<file path="config.mk">
export PLATFORM = sky130hd
export DESIGN_NAME = pll_lock_sequencer
export DESIGN_NICKNAME = d
export VERILOG_FILES = /design/src/rtl/pll_seq_pkg.sv /design/src/rtl/pll_lock_sequencer_sync_2ff.sv /design/src/rtl/pll_lock_sequencer.sv
export SDC_FILE = /design/constraint.sdc
export NUM_CORES = 1
export LEC_CHECK = 0
export BUFFER_PORTS_ARGS = -buffer_cell sky130_fd_sc_hd__buf_2
export CAP_MARGIN = 20
export CELL_PAD_IN_SITES_DETAIL_PLACEMENT = 0
export CELL_PAD_IN_SITES_GLOBAL_PLACEMENT = 2
export CORE_UTILIZATION = 34
export DETAILED_ROUTE_END_ITERATION = 10
export GPL_TIMING_DRIVEN = 1
export PLACE_DENSITY_LB_ADDON = 0.1
export SETUP_SLACK_MARGIN = 0.05
export SYNTH_ARGS = -nofsm -noshare
export SYNTH_HDL_FRONTEND = slang
export SYNTH_SLANG_ARGS = --single-unit
</file>
<file path="constraint.sdc">
create_clock -name clkin -period 1.9 [get_ports clkin]
set_clock_uncertainty 0.2 [all_clocks]
set_input_delay 0.095 -clock clkin [delete_from_list [all_inputs] [get_ports clkin]]
set_output_delay 0.095 -clock clkin [all_outputs]
set_load 0.1 [all_outputs]
</file>
<file path="src/rtl/pll_seq_pkg.sv">
// Shared types and 27 MHz timing defaults for the PLLVR lock sequencer.
package pll_seq_pkg;

   typedef enum logic [2:0] {
      RESET_PLL,
      WAIT_LOCK,
      STABILIZE,
      RUN,
      FAIL
   } state_t;

   localparam int unsigned DEF_PLL_RST_CYCLES      = 27;
   localparam int unsigned DEF_LOCK_TIMEOUT_CYCLES = 270000;
   localparam int unsigned DEF_LOCK_STABLE_CYCLES  = 2700;
   localparam int unsigned DEF_MAX_RETRIES         = 3;

   function automatic int unsigned max3(
      input int unsigned a,
      input int unsigned b,
      input int unsigned c
   );
      int unsigned m;
      m = (a > b) ? a : b;
      m = (m > c) ? m : c;
      return (m > 2) ? m : 2;
   endfunction

endpackage

</file>
<file path="src/rtl/pll_lock_sequencer_sync_2ff.sv">
// Two-flop synchroniser for the asynchronous PLL LOCK input.
module sync_2ff (
   input  logic clk,
   input  logic rst,
   input  logic d,
   output logic q
);

   logic meta;

   always_ff @(posedge clk or posedge rst) begin
      if (rst) begin
         meta <= 1'b0;
         q    <= 1'b0;
      end else begin
         meta <= d;
         q    <= meta;
      end
   end

endmodule

</file>
<file path="src/rtl/pll_lock_sequencer.sv">
// Power-up sequencer for the PLLVR: reset pulse, lock wait, lock
// qualification, bounded retries and downstream reset release.
module pll_lock_sequencer
   import pll_seq_pkg::*;
#(
   parameter int unsigned PLL_RST_CYCLES      = DEF_PLL_RST_CYCLES,
   parameter int unsigned LOCK_TIMEOUT_CYCLES = DEF_LOCK_TIMEOUT_CYCLES,
   parameter int unsigned LOCK_STABLE_CYCLES  = DEF_LOCK_STABLE_CYCLES,
   parameter int unsigned MAX_RETRIES         = DEF_MAX_RETRIES,
   localparam int unsigned RW =
      (MAX_RETRIES > 0) ? $clog2(MAX_RETRIES + 1) : 1
) (
   input  logic          clkin,
   input  logic          reset,
   input  logic          pll_lock,
   input  logic          soft_relock,
   output logic          pll_reset,
   output logic          sys_rst,
   output logic          pll_ready,
   output logic          pll_fail,
   output logic          lock_lost,
   output logic [RW-1:0] retry_cnt
);

   localparam int unsigned CW = $clog2(max3(PLL_RST_CYCLES,
      LOCK_TIMEOUT_CYCLES, LOCK_STABLE_CYCLES));

   localparam logic [CW-1:0] RST_LAST = CW'(PLL_RST_CYCLES - 1);
   localparam logic [CW-1:0] TMO_LAST = CW'(LOCK_TIMEOUT_CYCLES - 1);
   localparam logic [CW-1:0] STB_LAST = CW'(LOCK_STABLE_CYCLES - 1);
   localparam logic [RW-1:0] RETRY_MAX = RW'(MAX_RETRIES);

   logic          lock_s;
   state_t        state;
   state_t        nxt;
   logic [CW-1:0] cnt;
   logic [RW-1:0] retry_nxt;
   logic          lost_nxt;

   sync_2ff u_sync (
      .clk (clkin),
      .rst (reset),
      .d   (pll_lock),
      .q   (lock_s)
   );

   always_comb begin
      nxt       = state;
      retry_nxt = retry_cnt;
      lost_nxt  = 1'b0;
      unique case (state)
         RESET_PLL: begin
            if (cnt == RST_LAST) nxt = WAIT_LOCK;
         end
         WAIT_LOCK: begin
            if (lock_s) begin
               nxt = STABILIZE;
            end else if (cnt == TMO_LAST) begin
               if (retry_cnt == RETRY_MAX) begin
                  nxt = FAIL;
               end else begin
                  retry_nxt = retry_cnt + RW'(1);
                  nxt       = RESET_PLL;
               end
            end
         end
         STABILIZE: begin
            // A lock dropout during qualification counts as a failed attempt
            if (!lock_s) begin
               if (retry_cnt == RETRY_MAX) begin
                  nxt = FAIL;
               end else begin
                  retry_nxt = retry_cnt + RW'(1);
                  nxt       = RESET_PLL;
               end
            end else if (cnt == STB_LAST) begin
               nxt = RUN;
            end
         end
         RUN: begin
            if (!lock_s) begin
               lost_nxt  = 1'b1;
               retry_nxt = '0;
               nxt       = RESET_PLL;
            end else if (soft_relock) begin
               retry_nxt = '0;
               nxt       = RESET_PLL;
            end
         end
         FAIL: begin
            if (soft_relock) begin
               retry_nxt = '0;
               nxt       = RESET_PLL;
            end
         end
         default: begin
            nxt       = RESET_PLL;
            retry_nxt = '0;
         end
      endcase
   end

   always_ff @(posedge clkin or posedge reset) begin
      if (reset) begin
         state     <= RESET_PLL;
         cnt       <= '0;
         retry_cnt <= '0;
         pll_reset <= 1'b1;
         sys_rst   <= 1'b1;
         pll_ready <= 1'b0;
         pll_fail  <= 1'b0;
         lock_lost <= 1'b0;
      end else begin
         state     <= nxt;
         retry_cnt <= retry_nxt;
         lock_lost <= lost_nxt;
         if (nxt != state || nxt == RUN || nxt == FAIL) cnt <= '0;
         else cnt <= cnt + CW'(1);
         // Outputs follow the state being entered, so they switch with it
         pll_reset <= (nxt == RESET_PLL) || (nxt == FAIL);
         sys_rst   <= (nxt != RUN);
         pll_ready <= (nxt == RUN);
         pll_fail  <= (nxt == FAIL);
      end
   end

endmodule

</file>
[Word level (Yosys, flattened, before mapping)]
Cells that the tools add are included.
Cells by class
  $add $sub $neg: 2
  eq/ne operators: 15
  muxes and demuxes: 19
  bitwise operators: 1
  reductions and logical operators: 6
Operators with widths (number)
  $mux W3: 8
  $add A19 B1 Y19 const B: 1
  $eq A19 B12 Y1 const B: 1
  $eq A19 B19 Y1 const B: 1
  $eq A19 B5 Y1 const B: 1
  $mux W19: 1
  $pmux W3 S5: 1
  $mux W2: 6
  $pmux W2 S5: 1
  $eq A3 B2 Y1 const B: 3
  $eq A3 B3 Y1 const B: 2
  $logic_not A3 Y1: 2
  $ne A2 B2 Y1 const B: 3
  $reduce_and A4 Y1: 1
  $eq A3 B1 Y1 const B: 1
  $logic_or A1 B1 Y1: 3
  $ne A3 B2 Y1 const B: 1
  $ne A3 B3 Y1: 1
  $add A2 B1 Y2 const B: 1
  $eq A2 B2 Y1 const B: 1
  $mux W1: 2
  $not A1 Y1: 1
Storage, ports and cells
  bits in registers: 31
  output and inout port bits: 7

[Logic depth before layout (Yosys ltp)]
Gate-level depths: netlist of run 1.
  depth in word-level cells: 9
  mapped depth: 8

[Modules after synthesis]
From an unflattened synthesis of run 1, not the netlist that was laid out.
Unflattened totals
  cells, all modules: 175
  area, all modules: 1652.8 um^2
Modules (own cells, without submodules)
  pll_lock_sequencer: instances 1, cells an instance 172, area an instance 1599.0 um^2, sequential area each 728.2 um^2
  sync_2ff: instances 1, cells an instance 3, area an instance 53.8 um^2, sequential area each 50.0 um^2

[Worst setup path before layout of run 1]
OpenSTA, ideal clock, no wires.
  path type: register to register
  from: reg retry_cnt[0]
  to: reg retry_cnt[0]
  setup time: 0.126 ns
  arrival: 1.815 ns
  required time: 1.574 ns
  slack: -0.241 ns
  cell stages (with the launch flop): 5
  buffers on the path: 0
  path through: dfrtp_1 -> ha_1 -> nor4_1 -> o31ai_1 -> mux2_4
Between the ends
  word-level cells in the longest chain between the ends: 5
Ends and longest elaborated chain
  start: declaration: RTL line pll_lock_sequencer.sv:22  | output logic [RW-1:0] retry_cnt
  start signal: assignment: RTL line pll_lock_sequencer.sv:115  | retry_cnt <= retry_nxt;
  $add A2 B1 Y2 or $eq A2 B2 Y1 (tied branches)
  $mux W2: RTL line pll_lock_sequencer.sv:59, pll_lock_sequencer.sv:70
  $mux W2: RTL line pll_lock_sequencer.sv:58  | end else if (cnt == TMO_LAST) begin
  $mux W2: RTL line pll_lock_sequencer.sv:56  | if (lock_s) begin
  $pmux W2 S5 (*): RTL line pll_lock_sequencer.sv:51  | unique case (state)
Every way passes the cells marked *; elsewhere a longest branch is shown, timed or not. The select of a mux whose other input is x is not followed.
A chain may end at the register's enable or synchronous reset.

[Worst setup path in the final report of run 1]
  from: reg cnt[17]
  to: reg retry_cnt[0]
Between the ends
  word-level cells in the longest chain between the ends: 3
Ends and longest elaborated chain
  start: declaration: RTL line pll_lock_sequencer.sv:36  | logic [CW-1:0] cnt;
  start signal: assignment: RTL line pll_lock_sequencer.sv:118  | else cnt <= cnt + CW'(1);
  $eq A19 B19 Y1: RTL line pll_lock_sequencer.sv:58
  $ne A2 B2 Y1 (no line)
  $reduce_and A4 Y1 (no line)
Every way passes these cells.

==> flow_metrics.py, run 1 <==
metrics = {
    "run_status": {
        "status": "complete, but fails checks",
        "failed_checks": "setup timing",
    },
    "critical_path": {
        "crit_type": "flop to flop",
        "critical_path.endpoint_type": "flop",
        "r2r-start": "cnt[17]",
        "setup.reg_to_reg.worst_slack_ns": -0.19,
        "r2r.worst_path.cells": 5,
        "cp_data_required_time_ns": 1.87,
        "worst_path_arrival_time_ns": 2.06,
        "cp-start-kind": "flop",
        "worstReg2RegEnd": "retry_cnt[0]",
        "timing.critical_path.fanout_max": 3,
    },
    "global_route": {
        "total_global_route_track_usage": 0.161,
        "grt_first_pass_wirelength_um": 6140,
        "met1_usage": 0.186,
        "grt-ovfl-total": 0,
        "largest_net_degree_at_the_start_of_global_routing": 32,
        "met2_usage": 0.281,
        "grt_pass1_vias": 1364,
        "grt_antenna_before_repair": 0,
        "gr-usage-met3": 0.0476,
        "gr-max-usage-layer": "met2",
    },
    "logic_synthesis": {
        "synthesized_cell_area_um2": 1590,
        "post_syn_nets": 164,
        "synth_largest_type_area_fraction": 0.458,
        "synth.top_cells.by_area": "sky130_fd_sc_hd__dfrtp_1, sky130_fd_sc_hd__xor2_1, sky130_fd_sc_hd__nor2_1, sky130_fd_sc_hd__dfstp_2, sky130_fd_sc_hd__nand3_1",
        "synth.top_cells.by_count": "sky130_fd_sc_hd__dfrtp_1, sky130_fd_sc_hd__nor2_1, sky130_fd_sc_hd__xor2_1, sky130_fd_sc_hd__nand3_1, sky130_fd_sc_hd__nand2_1",
        "number_of_enable_flip_flop_cells_after_synthesis": 0,
        "synthesized_instance_count": 157,
        "synth.yosys.warnings": 0,
        "synth.distinct_cells": 43,
        "ys_ff_latch": 31,
        "seq_area_frac_synth": 0.491,
        "postSynthAreaPerCell_um2": 10.1,
        "dominantRegCellSynth": "sky130_fd_sc_hd__dfrtp_1",
        "synth.largest_area_cell": "sky130_fd_sc_hd__dfrtp_1",
        "ys_async_sr_fraction": 1.00,
    },
    "sta": {
        "final_worst_setup_slack_ns": -0.186,
        "worst_slew_pin_slew_ns": 0.485,
        "final.min_clock_period_ns": 2.09,
        "hold_slack_ns": 0.171,
        "setup_repair_after_global_routing_missed_its_margin": "true",
        "clock.fmax_mhz": 479,
        "final_min_period_over_clock_period": 1.10,
        "final_setup_fails": 15,
        "relSlewSlack": 0.679,
        "slew_violations": 0,
        "final.setup.tns_ns": -1.94,
        "finalHoldViolations": 0,
    },
    "floorplan": {
        "core_area_um2": 4410,
        "core.rowCount": 24,
        "die_width_um": 70.3,
        "io_pins": 11,
        "die-area_um2": 4940,
        "initial_util": 0.359,
        "die_y_um": 70.3,
    },
    "cts": {
        "clk_pin_slew_worst_paths_ns": 0.07,
        "ctsRootBufferMaster": "sky130_fd_sc_hd__clkbuf_8",
        "cts_tree": "done",
        "worstSkewPairLatency_ns": 0.28,
        "tritoncts.num_buffers": 5,
        "clock_sink_count": 31,
        "clock_tree.htree_level_count": 2,
        "clock_path_buffers": 2,
    },
    "placement": {
        "hpwl_um": 2610,
        "globalplace.congestion": 0.769,
        "count_of_port_buffers_added_during_placement": 10,
        "placed_cells": 246,
    },
    "cells_and_area": {
        "finalNetCount": 215,
        "area.growth.synth_to_final_pct": 36.0,
        "fillCellCount": 431,
        "drive_gt1_frac": 0.349,
        "finish.cell_count_without_fillers": 261,
        "diodes": 0,
    },
    "pwr": {
        "switching_power_uw": 738,
        "irDropWorstVdd_mv": 0.447,
        "swShare": 0.331,
        "leakagePower_uw": 0.00105,
        "power-per-cell-area_nw_per_um2": 1040,
        "cellInternalPower_uw": 1500,
        "comb_power_share": 0.335,
        "power.share.sequential": 0.367,
        "pwr-share-clk": 0.298,
    },
    "routing": {
        "post_drt_via_cell_ratio": 4.93,
        "drt_first_iter_violations": 54,
        "route.final.wire_length_um": 3480,
        "detailedRoute.firstPassIterationCount": 4,
        "drtAntennaViolNets": 0,
        "post-route-drc-count": 0,
        "vias_after_detailed_routing": 1286,
        "wire_per_inst_um": 13.3,
    },
    "hold_path": {
        "min-delay-start": "u_sync.meta",
        "hold_end": "u_sync.q",
        "worstHoldPathCells": 0,
        "worst_hold_path_type": "flop to flop",
    },
    "run": {
        "drv_cap": 0,
    },
}
metrics by stage:
step	setup WS, ns	instance area, um2	util	total power, uW
finish	-0.186	2160	0.488	2230
global route	-0.239	2160	0.488	2360
CTS	-0.176	2120	0.480	2260
detailed placement	-0.208	1950	0.442	1560
global placement	-0.170	1950	0.442	1540
floorplan	-0.177	1620	-	1340
worst max path at each step:
stage,from,end,slack [ns],depth (start not counted)
after global placement,cnt[17],retry_cnt[0],-0.17,5
after detailed placement,cnt[17],retry_cnt[0],-0.21,5
final,cnt[17],retry_cnt[0],-0.19,5
after floorplan,state[2],cnt[4],-0.18,7
after global routing,cnt[0],retry_cnt[0],-0.24,6
after CTS,cnt[17],retry_cnt[0],-0.18,5
critical path, stage by stage, from the launching register on:
cell and delay (ns):
sky130_fd_sc_hd__dfrtp_1 0.38, sky130_fd_sc_hd__or4_4 0.55, sky130_fd_sc_hd__or2_4 0.26, sky130_fd_sc_hd__nor4_4 0.21, sky130_fd_sc_hd__o31ai_1 0.11, sky130_fd_sc_hd__mux2_4 0.26
cells in the final DEF (no fill, tap or decap), types with 3 or more instances in the layout:
| cell | count |
|---|---|
| sky130_fd_sc_hd__nand3b_1 | 4 |
| sky130_fd_sc_hd__dlygate4sd3_1 | 3 |
| sky130_fd_sc_hd__a21oi_1 | 3 |
| sky130_fd_sc_hd__buf_4 | 34 |
| sky130_fd_sc_hd__xnor2_1 | 4 |
| sky130_fd_sc_hd__dfrtp_1 | 27 |
| sky130_fd_sc_hd__inv_1 | 4 |
| sky130_fd_sc_hd__nand4_1 | 6 |
| sky130_fd_sc_hd__buf_2 | 10 |
| sky130_fd_sc_hd__ha_1 | 3 |
| sky130_fd_sc_hd__or3_4 | 3 |
| sky130_fd_sc_hd__nor2_1 | 29 |
| sky130_fd_sc_hd__o21ai_0 | 3 |
| sky130_fd_sc_hd__nor3_1 | 3 |
| sky130_fd_sc_hd__clkbuf_8 | 6 |
| sky130_fd_sc_hd__nand2_1 | 9 |
| sky130_fd_sc_hd__xor2_1 | 13 |
| sky130_fd_sc_hd__nand3_1 | 10 |
logic make-up after synthesis:
group	synth area share
and+or+nand+nor	0.274
DFF	0.491
xor gates and xnor gates	0.0939
AOI/OAI and AO/OA	0.0766
buffers and inverters	0.0316
adders and majority gates	0.0237
muxes	0.00947
metal layers:
layer	vias up	routed length (um)
met3	5	84
met4	0	46
met1	621	1540
li1	649	-
met5	-	0
met2	11	1810
flip-flops by register name, summed over array words and instances, names as in the netlist:
| name | flops |
|---|---|
| pll_ready | 1 |
| lock_lost | 1 |
| cnt | 19 |
| pll_reset | 1 |
| u_sync.meta | 1 |
| state | 3 |
| u_sync.q | 1 |
| retry_cnt | 2 |
| pll_fail | 1 |
| sys_rst | 1 |
layout make-up:
cell class,count,area [um2],share of cell area
well taps,52,65.1,0.0302
repair buffers,49,367,0.170
inverters,4,15.0,0.00696
clock buffers,6,82.6,0.0383
multi-input cells,117,811,0.376
clock inverters,2,35.0,0.0163
flip-flops and latches,31,781,0.362
power by group through the flow:
stage	sequential (uW)	clock, uW	combinational, uW
after floorplan	991	0	349
after detailed placement	832	0	726
after global placement	827	0	714
after CTS	821	694	740
final	820	665	748
after global routing	831	717	814
timing repair:
action,in CTS,in global routing
pin swaps,1,1
setup buffers,1,4
endpoints found under the hold margin,31,0
hold buffers,3,0
resized for setup,3,3
setup endpoints to repair,25,27
gates cloned,0,0
Power figures use the tool's default switching activity.
==> inputs of run 2 (changes only) <==
CORE_UTILIZATION = 41   (was 34)
SETUP_SLACK_MARGIN = unset   (was 0.05)
clock period = 2.6 ns   (was 1.9 ns; I/O delays follow)
==> flow_metrics.py, run 2 (same netlist as run 1, synthesis figures left out) <==
metrics = {
    "run_status": {
        "status": "completed",
    },
    "global_route": {
        "largest_net_degree_at_the_start_of_global_routing": 32,
        "grt_antenna_before_repair": 0,
        "grt-ovfl-total": 0,
        "total_global_route_track_usage": 0.183,
        "grt_first_pass_wirelength_um": 5600,
        "grt_pass1_vias": 1182,
    },
    "placement": {
        "globalplace.congestion": 0.840,
        "count_of_port_buffers_added_during_placement": 10,
        "placed_cell_area_um2": 1680,
        "hpwl_um": 2140,
        "dp_worst_setup_slack_ns": 0.269,
    },
    "sta": {
        "slew_violations": 0,
        "final_min_period_over_clock_period": 0.895,
        "final.min_clock_period_ns": 2.33,
        "setup_repair_after_global_routing_missed_its_margin": "false",
        "relSlewSlack": 0.633,
        "hold_slack_ns": 0.0340,
        "worst_slew_pin_slew_ns": 0.549,
        "final.setup.tns_ns": 0,
        "final_worst_setup_slack_ns": 0.272,
        "finalHoldViolations": 0,
        "final_setup_fails": 0,
        "clock.fmax_mhz": 430,
    },
    "run": {
        "drv_cap": 0,
    },
    "cells_and_area": {
        "largest_register_ffs": 19,
        "most_frequent_cells_in_the_layout": "sky130_fd_sc_hd__nor2_1, sky130_fd_sc_hd__dfrtp_1, sky130_fd_sc_hd__xor2_1, sky130_fd_sc_hd__nand3_1, sky130_fd_sc_hd__buf_2",
        "finalCoreUtilization": 0.489,
        "finalNetCount": 181,
        "biggestRegsByFlops": "cnt (19), state (3), retry_cnt (2)",
        "area.growth.synth_to_final_pct": 13.7,
        "diodes": 0,
        "top_register": "cnt",
        "drive_gt1_frac": 0.183,
        "final_area_um2": 1800,
    },
    "floorplan": {
        "die_y_um": 64.2,
        "core.rowCount": 22,
        "core_area_um2": 3690,
        "io_pins": 11,
        "die-area_um2": 4120,
        "die_width_um": 64.2,
        "initial_util": 0.430,
    },
    "pwr": {
        "leakagePower_uw": 0.000856,
        "comb_power_share": 0.282,
        "irDropWorstVdd_mv": 0.488,
        "pwr-share-clk": 0.285,
        "power.share.sequential": 0.434,
        "power-per-cell-area_nw_per_um2": 796,
        "cellInternalPower_uw": 935,
        "swShare": 0.349,
        "switching_power_uw": 500,
    },
    "routing": {
        "vias_after_detailed_routing": 1163,
        "wl_met2_um": 1350,
        "drt_first_iter_violations": 37,
        "wire_per_inst_um": 13.6,
        "post-route-drc-count": 0,
        "detailedRoute.firstPassIterationCount": 4,
        "wl_met3_um": 112,
        "post_drt_via_cell_ratio": 5.22,
        "route.top_layer_used": "met4",
        "route.final.wire_length_um": 3030,
        "drtAntennaViolNets": 0,
        "met1_length_um": 1510,
    },
    "cts": {
        "ctsRootBufferMaster": "sky130_fd_sc_hd__clkbuf_8",
        "worstSkewPairLatency_ns": 0.28,
        "clock_tree.htree_level_count": 2,
        "clk_pin_slew_worst_paths_ns": 0.06,
        "cts_hold_buffers": 2,
        "post_cts_repair_resize_count": 0,
        "tritoncts.num_buffers": 5,
        "clock_sink_count": 31,
        "post_cts_buffers": 0,
        "cts_tree": "done",
        "clock_path_buffers": 2,
    },
    "critical_path": {
        "critical_path.endpoint_type": "flop",
        "startpoint": "cnt[15]",
        "r2r-start": "cnt[15]",
        "cp-start-kind": "flop",
        "worst_path_arrival_time_ns": 2.27,
        "r2r.worst_path.cells": 5,
        "timing.critical_path.fanout_max": 12,
        "cp_data_required_time_ns": 2.54,
        "worst_setup_path_endpoint": "cnt[12]",
        "setup.reg_to_reg.worst_slack_ns": 0.27,
        "worstReg2RegEnd": "cnt[12]",
        "crit_type": "flop to flop",
    },
    "hold_path": {
        "worst_hold_path_type": "input port to flop",
    },
}
[run 2: changes by cell type in the layout (fill, tap and decap cells not counted), sizes merged]
cell,before,now
buf,46,13
clkbuf,6,8
bufinv,1,0
clkinv,1,0
dlygate4sd3,3,2
[run 2: how the worst min path moves through the flow]
stage,endpoint,from,slack (ns),depth (start not counted)
global placement,u_sync.meta,reset,0.02,3
global route,state[1],soft_relock,0.06,4
CTS,state[1],soft_relock,0.02,4
detailed placement,cnt[1],reset,0.03,3
floorplan,u_sync.meta,pll_lock,-0.04,0
finish,state[1],soft_relock,0.03,4
[run 2: final cells by class]
class                      instances  area [um2]
multi-input combinational        117         757
tap                               48        60.1
timing repair buffer              15        92.6
clock buffer                       8         100
inverter                           4        15.0
sequential                        31         778
fill                             348        1890
[run 2: critical path: stages, from the launching register on]
cell and delay [ns]:
sky130_fd_sc_hd__dfrtp_1 0.42, sky130_fd_sc_hd__or4_4 0.55, sky130_fd_sc_hd__nor3_1 0.32, sky130_fd_sc_hd__a21oi_1 0.15, sky130_fd_sc_hd__o21bai_2 0.45, sky130_fd_sc_hd__nor2_1 0.11
[run 2: per-stage QoR]
stage | cells | total power (uW)
2_1_floorplan | 157 | 966
3_3_place_gp | 213 | 1030
3_5_place_dp | 213 | 1040
4_1_cts | 223 | 1460
5_1_grt | 223 | 1540
6_report | 223 | 1430
[run 2: power by group through the flow]
stage | logic, uW | clock network, uW | registers, uW
after detailed placement | 408 | 0 | 630
after global placement | 404 | 0 | 626
after global routing | 453 | 449 | 633
after CTS | 411 | 427 | 621
final | 404 | 409 | 622
after floorplan | 245 | 0 | 722
[run 2: layer usage]
metal / track usage / vias to the layer above
met4: 0.0889 / 0
met3: 0.0536 / 4
met1: 0.243 / 557
met2: 0.270 / 18
met5: 0 / -
li1: - / 584
